$ cat config.mk
export PLATFORM = sky130hd
export DESIGN_NAME = randomizer_stream_flat
export DESIGN_NICKNAME = d
export VERILOG_FILES = /design/src/rtl/randomizer_stream_if.sv /design/src/rtl/randomizer_stream.sv /design/src/flat_wrapper.sv
export SDC_FILE = /design/constraint.sdc
export NUM_CORES = 1
export LEC_CHECK = 0
export CORE_MARGIN = 2
export CORE_UTILIZATION = 25
export CTS_CLUSTER_DIAMETER = 60
export CTS_CLUSTER_SIZE = 16
export DETAILED_ROUTE_END_ITERATION = 8
export REMOVE_ABC_BUFFERS = 1
export SKIP_CTS_REPAIR_TIMING = 1
export SYNTH_ARGS = -nofsm -noshare
export SYNTH_HDL_FRONTEND = slang
export SYNTH_SLANG_ARGS = --single-unit
$ cat constraint.sdc
create_clock -name clk -period 2.33 [get_ports clk]
set_input_delay 0.699 -clock clk [delete_from_list [all_inputs] [get_ports clk]]
set_output_delay 0.699 -clock clk [all_outputs]
set_load 0.01 [all_outputs]
$ cat src/rtl/randomizer_stream_if.sv
// randomizer_stream_if: valid/ready data stream, seed load and LFSR debug bundle
// master drives load/seed/in_*/out_ready (and bypass when RANDOMIZER_BYPASS_EN is defined);
// slave drives in_ready/out_*/state.
interface randomizer_stream_if #(
  parameter int LFSR_W = 15,
  parameter int DW = 8
);
  logic              load;
  logic [LFSR_W-1:0] seed;
  logic              in_valid;
  logic [DW-1:0]     in_data;
  logic              in_last;
  logic              in_ready;
  logic              out_valid;
  logic [DW-1:0]     out_data;
  logic              out_last;
  logic              out_ready;
  logic [LFSR_W-1:0] state;
`ifdef RANDOMIZER_BYPASS_EN
  logic              bypass;
`endif
  modport master (
`ifdef RANDOMIZER_BYPASS_EN
    output bypass,
`endif
    output load, seed, in_valid, in_data, in_last, out_ready,
    input  in_ready, out_valid, out_data, out_last, state
  );
  modport slave (
`ifdef RANDOMIZER_BYPASS_EN
    input  bypass,
`endif
    input  load, seed, in_valid, in_data, in_last, out_ready,
    output in_ready, out_valid, out_data, out_last, state
  );
endinterface

$ cat src/rtl/randomizer_stream.sv
// randomizer_stream: streaming LFSR scrambler/descrambler with per-block automatic reseed
// Ports: clk, reset (sync, active-high), bus (randomizer_stream_if.slave: load/seed,
// in_valid/in_data/in_last/in_ready, out_valid/out_data/out_last/out_ready, state).
// Optional: RANDOMIZER_BYPASS_EN adds bus.bypass to pass beats unscrambled.
module randomizer_stream #(
  parameter int                LFSR_W       = 15,
  parameter logic [LFSR_W-1:0] TAPS         = 15'h0003,
  parameter logic [LFSR_W-1:0] DEFAULT_SEED = 15'h4A80,
  parameter int                DW           = 8,
  parameter int                BLK_LEN      = 16
) (
  input logic clk,
  input logic reset,
  randomizer_stream_if.slave bus
);
  localparam int CW = BLK_LEN > 1 ? $clog2(BLK_LEN) : 1;
  typedef enum logic {IDLE, RUN} state_t;
  state_t            r_st, w_st_nxt;
  logic [LFSR_W-1:0] r_lfsr, r_seed, w_seed_in, w_lfsr_nxt;
  logic [CW-1:0]     r_cnt;
  logic [DW-1:0]     w_key, r_out_data;
  logic              r_out_valid, r_out_last, w_fire, w_end, w_byp;
`ifdef RANDOMIZER_BYPASS_EN
  assign w_byp = bus.bypass;
`else
  assign w_byp = 1'b0;
`endif
  // zero seed would lock the LFSR, so it is swapped for the default
  assign w_seed_in    = (bus.seed == '0) ? DEFAULT_SEED : bus.seed;
  assign bus.in_ready = !bus.load && (!r_out_valid || bus.out_ready);
  assign w_fire       = bus.in_valid && bus.in_ready;
  assign w_end        = bus.in_last || (r_cnt == CW'(BLK_LEN - 1));
  assign bus.out_valid = r_out_valid;
  assign bus.out_data  = r_out_data;
  assign bus.out_last  = r_out_last;
  assign bus.state     = r_lfsr;
  // DW keystream steps unrolled in one cycle, bit 0 first
  always_comb begin
    w_lfsr_nxt = r_lfsr;
    w_key = '0;
    for (int i = 0; i < DW; i++) begin
      w_key[i] = ^(w_lfsr_nxt & TAPS);
      w_lfsr_nxt = {w_key[i], w_lfsr_nxt[LFSR_W-1:1]};
    end
  end
  always_comb begin
    w_st_nxt = r_st;
    w_st_nxt = bus.load ? IDLE : (w_fire ? (w_end ? IDLE : RUN) : r_st);
  end
  always_ff @(posedge clk) begin
    if (reset) begin
      r_st   <= IDLE;
      r_lfsr <= DEFAULT_SEED;
      r_seed <= DEFAULT_SEED;
      r_cnt  <= '0;
    end else begin
      r_st <= w_st_nxt;
      if (bus.load) begin
        r_seed <= w_seed_in;
        r_lfsr <= w_seed_in;
        r_cnt  <= '0;
      end else if (w_fire) begin
        r_lfsr <= w_end ? r_seed : (w_byp ? r_lfsr : w_lfsr_nxt);
        r_cnt  <= w_end ? '0 : r_cnt + 1'b1;
      end
    end
  end
  // in_ready is low during load, so a pending beat keeps draining independently
  always_ff @(posedge clk) begin
    if (reset) begin
      r_out_valid <= 1'b0;
      r_out_data  <= '0;
      r_out_last  <= 1'b0;
    end else if (w_fire) begin
      r_out_valid <= 1'b1;
      r_out_data  <= w_byp ? bus.in_data : bus.in_data ^ w_key;
      r_out_last  <= w_end;
    end else if (bus.out_ready) begin
      r_out_valid <= 1'b0;
    end
  end
endmodule

$ cat src/flat_wrapper.sv
// flat-port wrapper written by rule: the top's interface ports become plain ports
module randomizer_stream_flat 
#(
  parameter int                LFSR_W       = 15,
  parameter logic [LFSR_W-1:0] TAPS         = 15'h0003,
  parameter logic [LFSR_W-1:0] DEFAULT_SEED = 15'h4A80,
  parameter int                DW           = 8,
  parameter int                BLK_LEN      = 16
)
  (clk, reset, bus_load, bus_seed, bus_in_valid, bus_in_data, bus_in_last, bus_out_ready, bus_in_ready, bus_out_valid, bus_out_data, bus_out_last, bus_state);
  randomizer_stream_if #(.LFSR_W(LFSR_W), .DW(DW)) bus_i ();
  input logic clk;
  input logic reset;
  input wire logic [$bits(bus_i.load)-1:0] bus_load;
  input wire logic [$bits(bus_i.seed)-1:0] bus_seed;
  input wire logic [$bits(bus_i.in_valid)-1:0] bus_in_valid;
  input wire logic [$bits(bus_i.in_data)-1:0] bus_in_data;
  input wire logic [$bits(bus_i.in_last)-1:0] bus_in_last;
  input wire logic [$bits(bus_i.out_ready)-1:0] bus_out_ready;
  output wire logic [$bits(bus_i.in_ready)-1:0] bus_in_ready;
  output wire logic [$bits(bus_i.out_valid)-1:0] bus_out_valid;
  output wire logic [$bits(bus_i.out_data)-1:0] bus_out_data;
  output wire logic [$bits(bus_i.out_last)-1:0] bus_out_last;
  output wire logic [$bits(bus_i.state)-1:0] bus_state;
  assign bus_i.load = bus_load;
  assign bus_i.seed = bus_seed;
  assign bus_i.in_valid = bus_in_valid;
  assign bus_i.in_data = bus_in_data;
  assign bus_i.in_last = bus_in_last;
  assign bus_i.out_ready = bus_out_ready;
  assign bus_in_ready = bus_i.in_ready;
  assign bus_out_valid = bus_i.out_valid;
  assign bus_out_data = bus_i.out_data;
  assign bus_out_last = bus_i.out_last;
  assign bus_state = bus_i.state;
  randomizer_stream #(.LFSR_W(LFSR_W), .TAPS(TAPS), .DEFAULT_SEED(DEFAULT_SEED), .DW(DW), .BLK_LEN(BLK_LEN)) u_core (.clk(clk), .reset(reset), .bus(bus_i));
endmodule
# Word level (Yosys, flattened, before mapping)
# Cells that the tools add are included.
[op_classes] n_bitwise=1 reduce_logical=18 eq_ne=1 addsub=1 mux=7
[op_table] cell="$reduce_xor A15 Y1" count=8
[op_table] cell="$mux W15" count=4
[op_table] cell="$logic_not A15 Y1" count=1
[op_table] cell="$xor A8 B8 Y8" count=1
[op_table] cell="$add A4 B1 Y4 const B" count=1
[op_table] cell="$eq A4 B4 Y1 const B" count=1
[op_table] cell="$mux W4" count=1
[op_table] cell="$reduce_bool A2 Y1" count=2
[op_table] cell="$logic_and A1 B1 Y1" count=2
[op_table] cell="$logic_not A1 Y1" count=2
[op_table] cell="$logic_or A1 B1 Y1" count=2
[op_table] cell="$mux W1" count=2
[op_table] cell="$reduce_or A2 Y1" count=1
[totals] in_bits=29 out_inout_bits=26 reg_bits=44 word_cells=34

# Longest topological paths before layout
[depth] ltp_word=6 depth_mapped=6 ltp_nobuf=5

# Least setup slack after synthesis
# OpenSTA, ideal clock, no wires.
[synth_path] path_kind="input-to-output" start="in bus_load" end="out bus_in_ready" path_slack_ns=0.372 path_buffers=2 t_required_ns=1.631 arrival_ns=1.259 cell_stages=3 cell_sequence="buf_2 buf_1 nor2_1"
[synth_via] elab_chain_cells=2
[synth_lines] element="start: declaration" line_no="flat_wrapper.sv:14" source="input wire logic [$bits(bus_i.load)-1:0] bus_load;"
[synth_lines] element="$logic_not A1 Y1" line_no="randomizer_stream.sv:30" source="assign bus.in_ready = !bus.load && (!r_out_valid || bus.out_ready);"
[synth_lines] element="$logic_and A1 B1 Y1" line_no="randomizer_stream.sv:30"
[synth_lines] element="end: declaration" line_no="flat_wrapper.sv:20" source="output wire logic [$bits(bus_i.in_ready)-1:0] bus_in_ready;"
# No other way between the ends.

# Final worst setup path
[layout_path] start="in bus_out_ready" end="out bus_in_ready"
[layout_via] elab_chain_cells=2
[layout_lines] element="start: declaration" line_no="flat_wrapper.sv:19" source="input wire logic [$bits(bus_i.out_ready)-1:0] bus_out_ready;"
[layout_lines] element="$logic_or A1 B1 Y1" line_no="randomizer_stream.sv:30"
[layout_lines] element="$logic_and A1 B1 Y1" line_no="randomizer_stream.sv:30"
# No other way between the ends.

==> flow_summary.toml <==
[run]
cap_violations = 0

[power]
comb_power_share = 0.223
finalPower_mw = 1.73
p_int_mw = 1.25
p_sw_frac = 0.278
power_frac_clock = 0.292
p_switching_mw = 0.482
power.leakage_nw = 1.08
ir_drop_mv = 0.225
seq_power_share = 0.485
powerDensity_mw_per_mm2 = 588

[place]
io_buffers = 54
gp_congestion = 0.795
dpl_cell_area_sq_mm = 0.00284
dpl.cell_count = 415
hpwl_um = 4620

[route]
drcViolationCount = 0
ant_nets = 0
totalWireLength_um = 6190
num_vias = 2024
via_per_inst = 4.78
drtIter0Drc = 94
wire_per_inst_um = 14.6
firstDrtPassIters = 4

[floorplanning]
fp.coreArea_sq_mm = 0.00813
initial_core_util = 0.255
pin_count = 55
dieHeight_um = 95.2
die_w_um = 95.2
dieArea_sq_mm = 0.00906
rows = 33

[cells_and_area]
final_core_util = 0.363
fin_nets = 347
syn2layout_area_growth_pct = 41.9
postLayoutCellArea_sq_mm = 0.00295
antennaDiodeCount = 0
instances_no_fill = 423
post_route_cells_drive_above_1_share = 0.107

[cts]
cts_tree = "done"
clock_sinks = 44
cts_root_buf = "clkbuf_8"
path_clk_slew_ns = 0.08
htree_num_levels = 2
clock_path_buffers = 2
cts-buffers-inserted = 5
clk-insertion-delay-late_ns = 0.30

[synth]
synthAdderAreaFrac = 0.00602
synth_area_per_cell_sq_um = 8.38
syn-cell-area_sq_mm = 0.00208
syn_inst = 248
ys_ff_latch = 44
synth-simple-area-share = 0.219
synth-xor-area-share = 0.0674
synth_compound_area_frac = 0.228
synth_cell_types = 33
synthMuxAreaShare = 0.0144
yosysWarnings = 0
ys_seq_area_frac = 0.424
synth_top_family_by_area = "compound AO/OA/AOI/OAI gates"

[critical_path]
crit_start = "bus_out_ready"
endpoint_kind = "primary output"
setup.worst_path.class = "primary input to primary output"
worst-path-max-fanout = 2
r2r_start = "u_core.r_cnt[0]"
crit_arrival_ns = 1.59
worstSetupStartpointType = "primary input"
worstPathRequired_ns = 1.63

[sta]
finalSetupViolations = 0
period_needed_ns = 2.29
tightestPinTransition_ns = 0.478
fin_skew_ns = 0.00740
clock.fmax_ghz = 0.437
period_share = 0.983
rsz0062_at_grt = "no"
hold_violations = 0
slew_violations = 0
slew_headroom = 0.681

[global_route]
grt_pass1_wl_um = 9930
first_global_vias = 1964
grtUsageTotal = 0.145
grt_overflow_total = 0
grt_max_degree = 37
antenna_found_initial = 0

[hold_path]
worstHoldStart = "u_core.bus.out_data[0]"
hold_path.class = "flip-flop to flip-flop"

[outcome]
status = "completed"
==> power by group through the flow <==
| stage | Sequential, mW | Combinational [mW] | Clock (mW) |
|---|---|---|---|
| floorplan | 0.862 | 0.162 | 0 |
| global placement | 0.859 | 0.383 | 0 |
| detailed placement | 0.858 | 0.387 | 0 |
| CTS | 0.841 | 0.388 | 0.521 |
| global route | 0.846 | 0.425 | 0.555 |
| finish | 0.840 | 0.386 | 0.506 |
==> Yosys cell counts <==
master / n / area, sq um
xnor2_1: 16 / 140
nand2b_1: 10 / 62.6
and2_1: 1 / 6.26
a311o_1: 7 / 70.1
o21ai_1: 2 / 10.0
buf_6: 1 / 11.3
a31oi_1: 1 / 6.26
nor2_1: 13 / 48.8
nor2_2: 1 / 6.26
nor3_4: 1 / 16.3
dfxtp_1: 44 / 881
a22o_1: 6 / 52.6
a221oi_1: 4 / 35.0
nor4b_1: 1 / 8.76
nor2b_1: 6 / 37.5
mux2i_1: 3 / 30.0
a31o_1: 1 / 8.76
ha_1: 1 / 12.5
o211ai_1: 4 / 30.0
nand2_1: 45 / 169
a21oi_1: 45 / 225
buf_1: 1 / 3.75
buf_4: 3 / 22.5
or2_1: 1 / 6.26
nor3_1: 3 / 15.0
nor4_1: 3 / 18.8
and2b_1: 1 / 7.51
and4_1: 1 / 8.76
nand3_1: 6 / 30.0
buf_2: 6 / 30.0
nand2b_4: 1 / 13.8
clkbuf_1: 5 / 18.8
o22a_1: 4 / 35.0
==> worst max-delay path: stages <==
cell and delay [ns]:
clkdlybuf4s50_1 0.46, and2b_1 0.19, nor2_1 0.07, dlymetal6s2s_1 0.17
==> cell type report <==
type,instances,area (sq um)
fillers,888,5180
multi-input cells,188,1120
flip-flops and latches,44,881
repair buffers,78,727
well taps,105,131
clock buffers,7,86.3
clock inverters,1,7.51
==> metal layers <==
| metal | up-vias | GRT usage | wire (um) |
|---|---|---|---|
| met3 | 6 | 0.0308 | 393 |
| met5 | - | 0 | 0 |
| met4 | 0 | 0.0580 | 83 |
| li1 | 1009 | - | - |
| met2 | 56 | 0.239 | 3010 |
| met1 | 953 | 0.185 | 2700 |
==> logic make-up after synthesis <==
kind of cell             after synthesis
AND/OR/NAND/NOR                       94
AO/OA/AOI/OAI                         74
flip-flops                            44
XOR/XNOR                              16
buffers and inverters                 16
multiplexers                           3
adder cells (fa/ha/maj)                1
==> metrics by stage <==
stage	hold WS, ns	setup WS, ns	TNS (ns)
final	0.454	0.0405	0
after global routing	0.472	0.0144	0
after CTS	0.458	-0.354	-0.354
after detailed placement	0.446	-0.355	-4.65
after global placement	0.441	-0.347	-4.31
after floorplan	0.444	0.176	0
==> cells in the final DEF (no fill, tap or decap) <==
cell,n
a221oi_1,4
mux2i_1,3
dlymetal6s2s_1,1
xnor2_1,16
a31o_1,1
buf_6,1
and4_1,1
nor4_1,3
and2b_1,1
a21oi_1,45
o22a_1,4
nor4b_1,1
nand2b_1,10
and2_1,1
clkinvlp_4,1
nor2_1,13
clkbuf_8,6
a31oi_1,1
buf_4,23
dfxtp_1,44
nand2b_4,1
nor3_4,1
o211ai_1,4
o21ai_1,2
ha_1,1
nor2_4,1
nor3_1,3
a22o_1,6
nand3_1,6
clkdlybuf4s50_1,53
a311o_1,7
or2_1,1
nor2b_1,6
nand2_1,45
clkbuf_1,1
==> path summary, 6_finish.rpt <==
path,depth (start not counted),slack [ns],endpoint
max,4,0.04,bus_in_ready
min,2,0.45,u_core.bus.out_data[0]
max reg2reg,5,0.57,u_core.bus.state[12]
min reg2reg,2,0.45,u_core.bus.out_data[0]
==> state kept, by name, summed over array words and instances (netlist names) <==
| name | count |
|---|---|
| u_core.r_cnt | 4 |
| u_core.bus.out_last | 1 |
| u_core.bus.out_data | 8 |
| u_core.bus.state | 15 |
| u_core.r_seed | 15 |
| u_core.bus.out_valid | 1 |
(Power assumes the default switching activity.)
==> patch: new RTL, same settings <==
`BLK_LEN` is set to 16 in 2 places; all go to 32.
--- a/src/rtl/randomizer_stream.sv
+++ b/src/rtl/randomizer_stream.sv
@@ -8,5 +8,5 @@
   parameter logic [LFSR_W-1:0] DEFAULT_SEED = 15'h4A80,
   parameter int                DW           = 8,
-  parameter int                BLK_LEN      = 16
+  parameter int                BLK_LEN      = 32
 ) (
   input logic clk,
--- a/src/flat_wrapper.sv
+++ b/src/flat_wrapper.sv
@@ -6,5 +6,5 @@
   parameter logic [LFSR_W-1:0] DEFAULT_SEED = 15'h4A80,
   parameter int                DW           = 8,
-  parameter int                BLK_LEN      = 16
+  parameter int                BLK_LEN      = 32
 )
   (clk, reset, bus_load, bus_seed, bus_in_valid, bus_in_data, bus_in_last, bus_out_ready, bus_in_ready, bus_out_valid, bus_out_data, bus_out_last, bus_state);
Function: no difference found for any inputs over 10 cycles, from zero or initial values and one cycle with reset high; that may be too few to reach the edited logic, so the function may still have changed.
==> patch against the original RTL <==
First-iteration DRC count up 29%; via count down 3.1%; core utilization down 0.075 points; synthesized area up 1.6%; design area up 0.81%; wire length down 4.4%; register-to-register slack worse by 0.14 ns; sequential cell count up 1; total power up 8.2%; worst setup slack better by 0.013 ns.
==> patch: results (changes against the original RTL) <==
- Vias in the first global route: 1935 (-1.5%)
- Post-Place Cell Area: 2850 um2 (+0.22%)
- Post-Synth XOR/XNOR Area: 6.64% (-0.11 points)
- Slew @ Worst Pin: 0.595 ns (+0.117 ns)
- Synth Area in Adders: 1.18% (+0.58 points)
- Vias per cell: 4.69 (-1.9%)
- Footprint of the multi-input gates: 1090 um2 (-2.0%)
- Global-route wire length before repair: 9690 um (-2.4%)
- Layout Nets: 343 (-1.2%)
- GP Congestion: 0.808 (+1.7%)
- Tot GR Track Use: 13.8% (-0.74 points)
- Compound-Gate Fraction of Synth Area: 19.1% (-3.6 points)
- Status: finished, final reports clean
- Maximum vdd ir drop: 0.240 mV (+6.8%)
- Synth cell types: 37 (+12%)
- Initial DRC count: 121 (+29%)
- Setup Skew: 0.00614 ns (-0.00126 ns)
- List of most frequent post-synthesis cells: nand2_1, dfxtp_1, a21oi_1
- Fill count: 823 (-7.3%)
- Top post-synthesis cells by area: dfxtp_1, nand2_1, xnor2_1
- DPL Wire Length: 4400 um (-4.6%)
- Internal Power: 1.38 mW (+11%)
- Layout cells sized above 1: 10.9% (+0.17 points)
- Seq/Total Area, Yosys: 42.7% (+0.27 points)
- Leakage: 1.14 nW (+6.2%)
patch: cell types whose count changed after synthesis, moves of 7 or more:
cell,before,now
and3_1,0,8
nand2_1,45,59
a311o_1,7,0
a21oi_1,45,20
o21ai_0,0,7
nand2b_1,10,1
patch: cell families (layout without fill, tap and decap cells):
group | count (synthesis) | in the layout
AO/OA/AOI/OAI | 57 | 57
XOR/XNOR | 16 | 16
adder cells (fa/ha/maj) | 2 | 2
buffers and inverters | 19 | 83
flip-flops | 45 | 45
multiplexers | 1 | 1
AND/OR/NAND/NOR | 109 | 109
patch: stage by stage:
stage | cells | setup slack [ns]
floorplan | 233 | 0.406
global placement | 410 | -0.332
detailed placement | 410 | -0.334
CTS | 418 | -0.338
global route | 418 | 0.00897
finish | 418 | 0.0539
patch: layer usage:
layer	vias to the layer above	routed length [um]	track usage [%]
li1	983	-	-
met1	906	2730	17.6
met2	62	2600	22.1
met3	11	434	3.68
met4	0	146	5.36
met5	-	0	0
patch: power groups by stage:
stage	Clock [mW]	Combinational [mW]	Sequential [mW]
4_1_cts	0.636	0.396	0.863
2_1_floorplan	0	0.165	0.888
3_5_place_dp	0	0.394	0.881
6_report	0.623	0.390	0.862
5_1_grt	0.664	0.429	0.870
3_3_place_gp	0	0.389	0.881
patch: worst paths after layout:
check,start,end,slack (ns),depth (start not counted)
worst max-delay path,bus_out_ready,bus_in_ready,0.05,4
worst min register to register,u_core.r_seed[12],u_core.r_seed[12],0.45,2
worst min-delay path,u_core.r_seed[12],u_core.r_seed[12],0.45,2
worst max register to register,u_core.r_cnt[0],u_core.bus.state[11],0.43,8
patch: layout make-up:
cell class	instances	area share (%)
inverters	3	0.379
clock inverters	2	1.26
flip-flops and latches	45	30.3
well taps	105	4.42
clock buffers	6	2.78
multi-input cells	185	36.8
repair buffers	72	24.1
